**src/rtl/hpi_burst_engine.sv**
```systemverilog
// rtl/hpi_burst_engine.sv - timed single/burst read, write and chip-reset sequencer for the CY7C67200 HPI
// Every pin is driven from a register loaded with the value implied by the next state.
module hpi_burst_engine #(
  parameter int DATA_W     = 16,
  parameter int ADDR_W     = 2,
  parameter int SETUP_CYC  = 2,
  parameter int STROBE_CYC = 4,
  parameter int HOLD_CYC   = 2,
  parameter int LEN_W      = 4,
  parameter int RESET_CYC  = 16
) (
  input  logic              clk_clk,
  input  logic              reset_reset_n,
  input  logic              cmd_valid,
  output logic              cmd_ready,
  input  logic [1:0]        cmd_op,
  input  logic [ADDR_W-1:0] cmd_addr,
  input  logic [LEN_W-1:0]  cmd_len,
  input  logic              wr_valid,
  output logic              wr_ready,
  input  logic [DATA_W-1:0] wr_data,
  output logic              rd_valid,
  input  logic              rd_ready,
  output logic [DATA_W-1:0] rd_data,
  output logic              busy,
  output logic [ADDR_W-1:0] otg_hpi_address,
  output logic              otg_hpi_cs_n,
  output logic              otg_hpi_r_n,
  output logic              otg_hpi_w_n,
  output logic              otg_hpi_reset_n,
  input  logic [DATA_W-1:0] otg_hpi_data_in,
  output logic [DATA_W-1:0] otg_hpi_data_out,
  output logic              otg_hpi_data_oe
);

  localparam int M1    = (SETUP_CYC > STROBE_CYC) ? SETUP_CYC : STROBE_CYC;
  localparam int M2    = (HOLD_CYC > RESET_CYC) ? HOLD_CYC : RESET_CYC;
  localparam int MAXC  = (M1 > M2) ? M1 : M2;
  localparam int CNT_W = $clog2(MAXC + 1);

  localparam logic [1:0] OP_RD  = 2'b00;
  localparam logic [1:0] OP_WR  = 2'b01;
  localparam logic [1:0] OP_RST = 2'b10;

  typedef enum logic [2:0] {
    S_IDLE, S_FETCH, S_SETUP, S_STROBE, S_HOLD, S_DRAIN, S_RST
  } state_t;

  state_t             state_q, state_d;
  logic [CNT_W-1:0]   cnt_q, cnt_d;
  logic [1:0]         op_q, op_d;
  logic [ADDR_W-1:0]  addr_q, addr_d;
  logic [LEN_W-1:0]   rem_q, rem_d;
  logic [DATA_W-1:0]  data_q, data_d;
  logic [DATA_W-1:0]  rd_data_q, rd_data_d;
  logic               rd_valid_q, rd_valid_d;
  logic               cmd_ready_q, wr_ready_q, busy_q;
  logic               cs_n_q, r_n_q, w_n_q, reset_n_q, oe_q;
  logic               pin_active_d;

  always_comb begin
    state_d    = state_q;
    cnt_d      = cnt_q;
    op_d       = op_q;
    addr_d     = addr_q;
    rem_d      = rem_q;
    data_d     = data_q;
    rd_data_d  = rd_data_q;
    rd_valid_d = rd_valid_q & ~rd_ready;

    case (state_q)
      S_IDLE: begin
        if (cmd_valid && cmd_ready_q) begin
          op_d   = cmd_op;
          addr_d = cmd_addr;
          rem_d  = cmd_len;
          case (cmd_op)
            OP_RD: begin
              state_d = S_SETUP;
              cnt_d   = CNT_W'(SETUP_CYC - 1);
            end
            OP_WR:  state_d = S_FETCH;
            OP_RST: begin
              state_d = S_RST;
              cnt_d   = CNT_W'(RESET_CYC - 1);
            end
            default: state_d = S_IDLE;
          endcase
        end
      end
      S_FETCH: begin
        if (wr_valid) begin
          data_d  = wr_data;
          state_d = S_SETUP;
          cnt_d   = CNT_W'(SETUP_CYC - 1);
        end
      end
      S_SETUP: begin
        if (cnt_q == '0) begin
          state_d = S_STROBE;
          cnt_d   = CNT_W'(STROBE_CYC - 1);
        end else begin
          cnt_d = cnt_q - CNT_W'(1);
        end
      end
      S_STROBE: begin
        if (cnt_q == '0) begin
          state_d = S_HOLD;
          cnt_d   = CNT_W'(HOLD_CYC - 1);
          if (op_q == OP_RD) begin
            rd_data_d  = otg_hpi_data_in;
            rd_valid_d = 1'b1;
          end
        end else begin
          cnt_d = cnt_q - CNT_W'(1);
        end
      end
      S_HOLD: begin
        if (cnt_q == '0) begin
          if (rem_q == '0) begin
            state_d = S_IDLE;
          end else begin
            rem_d = rem_q - LEN_W'(1);
            if (op_q == OP_WR) begin
              state_d = S_FETCH;
            end else if (rd_valid_q) begin
              state_d = S_DRAIN;
            end else begin
              state_d = S_SETUP;
              cnt_d   = CNT_W'(SETUP_CYC - 1);
            end
          end
        end else begin
          cnt_d = cnt_q - CNT_W'(1);
        end
      end
      S_DRAIN: begin
        // Park with CS released until the previous word has left, so rd_data is never overwritten.
        if (rd_valid_q && rd_ready) begin
          state_d = S_SETUP;
          cnt_d   = CNT_W'(SETUP_CYC - 1);
        end
      end
      S_RST: begin
        if (cnt_q == '0) begin
          state_d = S_IDLE;
        end else begin
          cnt_d = cnt_q - CNT_W'(1);
        end
      end
      default: state_d = S_IDLE;
    endcase
  end

  assign pin_active_d = (state_d == S_SETUP) || (state_d == S_STROBE) || (state_d == S_HOLD);

  always_ff @(posedge clk_clk or negedge reset_reset_n) begin
    if (!reset_reset_n) begin
      state_q     <= S_IDLE;
      cnt_q       <= '0;
      op_q        <= '0;
      addr_q      <= '0;
      rem_q       <= '0;
      data_q      <= '0;
      rd_data_q   <= '0;
      rd_valid_q  <= 1'b0;
      cmd_ready_q <= 1'b0;
      wr_ready_q  <= 1'b0;
      busy_q      <= 1'b0;
      cs_n_q      <= 1'b1;
      r_n_q       <= 1'b1;
      w_n_q       <= 1'b1;
      reset_n_q   <= 1'b1;
      oe_q        <= 1'b0;
    end else begin
      state_q     <= state_d;
      cnt_q       <= cnt_d;
      op_q        <= op_d;
      addr_q      <= addr_d;
      rem_q       <= rem_d;
      data_q      <= data_d;
      rd_data_q   <= rd_data_d;
      rd_valid_q  <= rd_valid_d;
      cmd_ready_q <= (state_d == S_IDLE);
      wr_ready_q  <= (state_d == S_FETCH);
      busy_q      <= (state_d != S_IDLE);
      cs_n_q      <= ~pin_active_d;
      r_n_q       <= ~((state_d == S_STROBE) && (op_d == OP_RD));
      w_n_q       <= ~((state_d == S_STROBE) && (op_d == OP_WR));
      reset_n_q   <= (state_d != S_RST);
      oe_q        <= pin_active_d && (op_d == OP_WR);
    end
  end

  assign cmd_ready        = cmd_ready_q;
  assign wr_ready         = wr_ready_q;
  assign rd_valid         = rd_valid_q;
  assign rd_data          = rd_data_q;
  assign busy             = busy_q;
  assign otg_hpi_address  = addr_q;
  assign otg_hpi_cs_n     = cs_n_q;
  assign otg_hpi_r_n      = r_n_q;
  assign otg_hpi_w_n      = w_n_q;
  assign otg_hpi_reset_n  = reset_n_q;
  assign otg_hpi_data_out = data_q;
  assign otg_hpi_data_oe  = oe_q;

endmodule

```
**config.mk**
```make
export PLATFORM = sky130hd
export DESIGN_NAME = hpi_burst_engine
export DESIGN_NICKNAME = d
export VERILOG_FILES = /design/src/rtl/hpi_burst_engine.sv
export SDC_FILE = /design/constraint.sdc
export NUM_CORES = 1
export LEC_CHECK = 0
export ABC_AREA = 1
export CAP_MARGIN = 10
export CORE_AREA = 2 2 94 96
export DETAILED_ROUTE_END_ITERATION = 8
export DIE_AREA = 0 0 96 98
export PLACE_DENSITY_LB_ADDON = 0.15
export SLEW_MARGIN = 10
export SYNTH_ARGS = -nofsm -noshare
export SYNTH_HDL_FRONTEND = slang
export SYNTH_SLANG_ARGS = --single-unit
```
**constraint.sdc**
```tcl
create_clock -name clk_clk -period 2.3 [get_ports clk_clk]
set_clock_uncertainty 0.2 [all_clocks]
set_input_delay 0.46 -clock clk_clk [delete_from_list [all_inputs] [get_ports clk_clk]]
set_output_delay 0.46 -clock clk_clk [all_outputs]
set_load 0.05 [all_outputs]
```
# == Yosys cells after proc, flatten, opt, wreduce, memory -nomap -nowiden ==
# Cells that the tools add are included.
# word_totals
input_bits,45
out_inout_bits,43
word_cells,103
ff_bits,57
# op_classes
reduce_logical,22
eq_ne,25
n_addsub,2
bitwise,5
mux,33
# ops
op,n
5-bit two-way mux,10
5-bit case mux with 7 select lines,1
3-bit two-way mux,10
3-bit case mux with 7 select lines,1
"3-bit by 2-bit equality test with 1-bit output, second input constant",4
"3-bit equality test, second input constant",4
4-bit two-way mux,3
"2-bit inequality test, second input constant",6
"3-bit inequality test, second input constant",4
5-bit case mux with 2 select lines,1
3-bit case mux with 3 select lines,1
9-bit AND reduction,1
4-bit case mux with 2 select lines,1
7-bit nonzero test,1
"2-bit by 1-bit equality test with 1-bit output, second input constant",3
"3-bit by 1-bit equality test with 1-bit output, second input constant",2
2-bit zero test,3
3-bit zero test,2
1-bit logical AND,5
5-bit zero test,1
"5-bit by 1-bit subtractor with 5-bit output, second input constant",1
4-bit zero test,1
2-bit two-way mux,2
1-bit NOT,4
other kinds (11),15

# == Longest topological paths before layout ==
# depth
word_depth,9
depth_mapped,13

# == Worst setup path after synthesis ==
# OpenSTA, ideal clock, no wires.
# synth_timing
path_type,register -> register
from,register cnt_q[0]
to,"register rd_data_q[10], in the netlist rd_data[10]"
setup_slack_ns,0.368
t_arrival_ns,1.607
path_buffers,1
path_stages_with_launch,10
setup_ns,0.125
cell_sequence,dfrtp_1 inv_1 ha_1 inv_1 nor2_1 nand2_1 nor2_4 nand3_4 buf_6 mux2_4
# synth_between
elab_chain_cells,2
# synth_lines
element,line_no,rtl
from (decl),50,"logic [CNT_W-1:0] cnt_q, cnt_d;"
from (signal assigned),177,cnt_q <= cnt_d;
5-bit zero test,107,if (cnt_q == '0) begin
3-bit AND reduction (no line),--,
to (signal assigned),182,rd_data_q <= rd_data_d;
to (decl),55,"logic [DATA_W-1:0] rd_data_q, rd_data_d;"
# Every way passes these cells.
# A chain may end at the register's enable or synchronous reset.

# == Final worst setup path ==
# layout_timing
from,"register rd_data_q[4], in the netlist rd_data[4]"
to,output port rd_data[4]
# layout_lines
element,line_no,rtl
to (decl),24,"output logic [DATA_W-1:0] rd_data,"
# No word-level cell between the ends.

==> flow_summary_export.csv <==
group,metric,value,unit
detailed_routing,topRoutingLayerUsed,"met4",
yosys,yosys.area.top_type,"dfrtp_1",
layout,area.growth.synth_to_final,48.1,%
floorplan,core,8470,sq um
placement,hpwl,4680,um
floorplan,die-height,98,um
cts,insertion_delay,0.33,ns
yosys,synth-seq-area-share,53.2,%
cts,hold_buffers,1,
sta,fmax,0.463,GHz
cts,cts_sinks,57,
detailed_routing,wl_met1,2710,um
min_path,hold_path_class,"register to register",
critical_path,critPathKind,"register to primary output",
floorplan,ioPinCount,88,
floorplan,placement_rows,34,
sta,hold_viol,0,
grt,grtUsageTotal,14.5,%
cts,cts_max_path_buffers,2,
yosys,syn_nets,310,
sta,rsz0062_at_grt,"false",
floorplan,dieArea,9410,sq um
detailed_routing,wl_met2,2900,um
critical_path,critPathSlowestCell,"clkdlybuf4s50_1",
critical_path,critical_path.top_delay_family,"buffers and inverters",
detailed_routing,via_per_inst,4.51,
sta,fin_crit_sh,93.9,%
detailed_routing,first_pass_iters,4,
sta,slew_violations,0,
yosys,synth_cell_types,29,
placement,globalplace.congestion,0.825,
grt,grt_start_max_net_pins,26,
grt,grt-ovfl-total,0,
critical_path,cp.required,1.64,ns
cts,htreeDepth,3,
layout,fillers,818,
sta,setup_viol,0,
power_and_ir_drop,p_leak,1.86,nW
grt,antenna_found_initial,0,
critical_path,cp-end-kind,"primary output",
cts,path_clk_slew,0.07,ns
sta,worst_slew_pin_slew,0.516,ns
power_and_ir_drop,peakVddDrop,809,uV
sta,fin_setup_tns,0,ns
yosys,ys_warn_count,0,
floorplan,die-width,96,um
yosys,syn_area_per_cell,10.3,sq um
sta,finalCriticalPeriod,2.16,ns
layout,multiInputGateArea,1110,sq um
detailed_routing,met3_wirelength,464,um
detailed_routing,routedWlPerCell,12.9,um
cts,clockRootBuffer,"clkbuf_8",
sta,slew_headroom,65.5,%
sta,timing.hold.ws,0.278,ns
critical_path,critPathMaxStageDelay,0.81,ns
detailed_routing,wl,6150,um
cts,cts_setup_buffers,0,
cts,cts_made_buffers,9,
cts,cts_resized,0,
critical_path,crit_chain,"clkdlybuf4s50_1",
detailed_routing,drc,0,
yosys,netlist_area,2690,sq um
placement,io_buffer_count,87,
layout,layout.nets,413,
layout,diodes,0,
layout,drive_gt1_share,23.8,%
critical_path,critical_path.max_fanout,2,
critical_path,cp_data_arrival_time,1.50,ns
critical_path,startpoint_type,"register",
run,max_cap_viol_count,0,
yosys,netlist_top_cells_area,"dfrtp_1 (49%), mux2_2 (9.6%), nand2_1 (7.0%), mux2_4 (5.0%), dfstp_2 (3.9%)",
cts,cts_tree,"built",
floorplan,initial_core_util,31.8,%
grt,grt_pass1_vias,2250,
grt,grt_pass1_wl,10500,um
critical_path,critPathBufInv,1,
power_and_ir_drop,power.density,1460,nW/um^2
layout,regArea,1430,sq um
yosys,synth_top_area_share,49.3,%
detailed_routing,first_iter_violations,41,
detailed_routing,num_vias,2158,
detailed_routing,postRouteAntennaNets,0,
yosys,synthCells,262,
outcome,status,"completed",
yosys,ys_seq_elements,57,
## worst paths after layout
kind | start | end | slack (ns) | cells past startpoint
worst min-delay path | otg_hpi_address[0] | otg_hpi_address[0] | 0.28 | 2
worst min register to register | otg_hpi_address[0] | otg_hpi_address[0] | 0.28 | 2
worst max-delay path | rd_data[4] | rd_data[4] | 0.14 | 1
min in group asynchronous | reset_reset_n | otg_hpi_data_out[3] | 0.40 | 2
worst max register to register | cnt_q[0] | rd_data[12] | 0.22 | 8
max in group asynchronous | reset_reset_n | otg_hpi_w_n | 0.90 | 3
## cell usage after synthesis
cell type / count
a21oi_1: 6
a22oi_2: 1
buf_2: 1
buf_6: 1
dfrtp_1: 53
dfstp_2: 4
ha_1: 3
inv_1: 25
inv_2: 10
mux2_2: 23
mux2_4: 9
nand2_1: 50
nand2_2: 1
nand2_4: 1
nand3_1: 13
nand3_2: 3
nand3_4: 1
nand3b_1: 1
nand4_1: 3
nor2_1: 18
nor2_2: 4
nor2_4: 2
nor3_1: 2
nor3_2: 1
o211ai_1: 4
o21ai_0: 15
o22ai_1: 2
or2_2: 1
xor2_1: 4
## power breakdown
group	internal (W)	switching, W	total (W)
registers	0.00140	0.000216	0.00161
logic	0.00106	0.00194	0.00300
clock network	0.000782	0.000406	0.00119
## routing by layer
layer	track usage [%]	vias up
met5	0	-
met4	5.93	0
met3	5.71	10
met2	22.5	60
met1	18.0	1023
li1	-	1065
## layout by cell type (no fill, tap or decap), types with 2 or more instances in the layout
cell / count
clkdlybuf4s50_1: 81
dfrtp_1: 53
nand2_1: 50
inv_1: 25
mux2_2: 23
nor2_1: 18
o21ai_0: 15
nand3_1: 13
clkbuf_8: 11
inv_2: 10
buf_4: 10
mux2_4: 9
a21oi_1: 6
nor2_2: 4
o211ai_1: 4
xor2_1: 4
dfstp_2: 4
nand3_2: 3
nand4_1: 3
ha_1: 3
bufinv_16: 3
nor3_1: 2
nor2_4: 2
o22ai_1: 2
## metrics by stage
| step | utilization (%) | cells | total power (W) | cell area, sq um | worst slack (ns) |
|---|---|---|---|---|---|
| after CTS | 47.1 | 478 | 0.00588 | 3990 | 0.114 |
| after floorplan | - | 262 | 0.00372 | 2690 | 0.368 |
| after detailed placement | 44.0 | 461 | 0.00465 | 3720 | 0.109 |
| after global placement | 44.0 | 461 | 0.00464 | 3720 | 0.0907 |
| final | 47.1 | 478 | 0.00580 | 3990 | 0.141 |
| after global routing | 47.1 | 478 | 0.00621 | 3990 | 0.0341 |
## sequential cells by signal (all words and copies together) (netlist names)
signal,cells
otg_hpi_address,2
otg_hpi_data_out,16
otg_hpi_cs_n,1
wr_ready,1
cmd_ready,1
state_q,3
op_q,2
otg_hpi_r_n,1
otg_hpi_data_oe,1
otg_hpi_w_n,1
cnt_q,5
rd_data,16
rd_valid,1
rem_q,4
busy,1
otg_hpi_reset_n,1
## area by class of cell
| class | count | area share (%) |
|---|---|---|
| clock buffers | 12 | 3.89 |
| multi-input cells | 168 | 27.9 |
| well taps | 108 | 3.39 |
| flip-flops and latches | 57 | 35.9 |
| inverters | 35 | 3.30 |
| clock inverters | 4 | 2.48 |
| repair buffers | 94 | 23.1 |
## cell families after synthesis
group,Yosys count,synth area share (%)
flops,57,53.2
mux,32,14.6
fa+ha+maj,3,1.39
xor+xnor,4,1.30
buf+inv,37,5.49
compound gates,28,5.95
simple gates,101,18.0
Power figures use the tool's default switching activity.
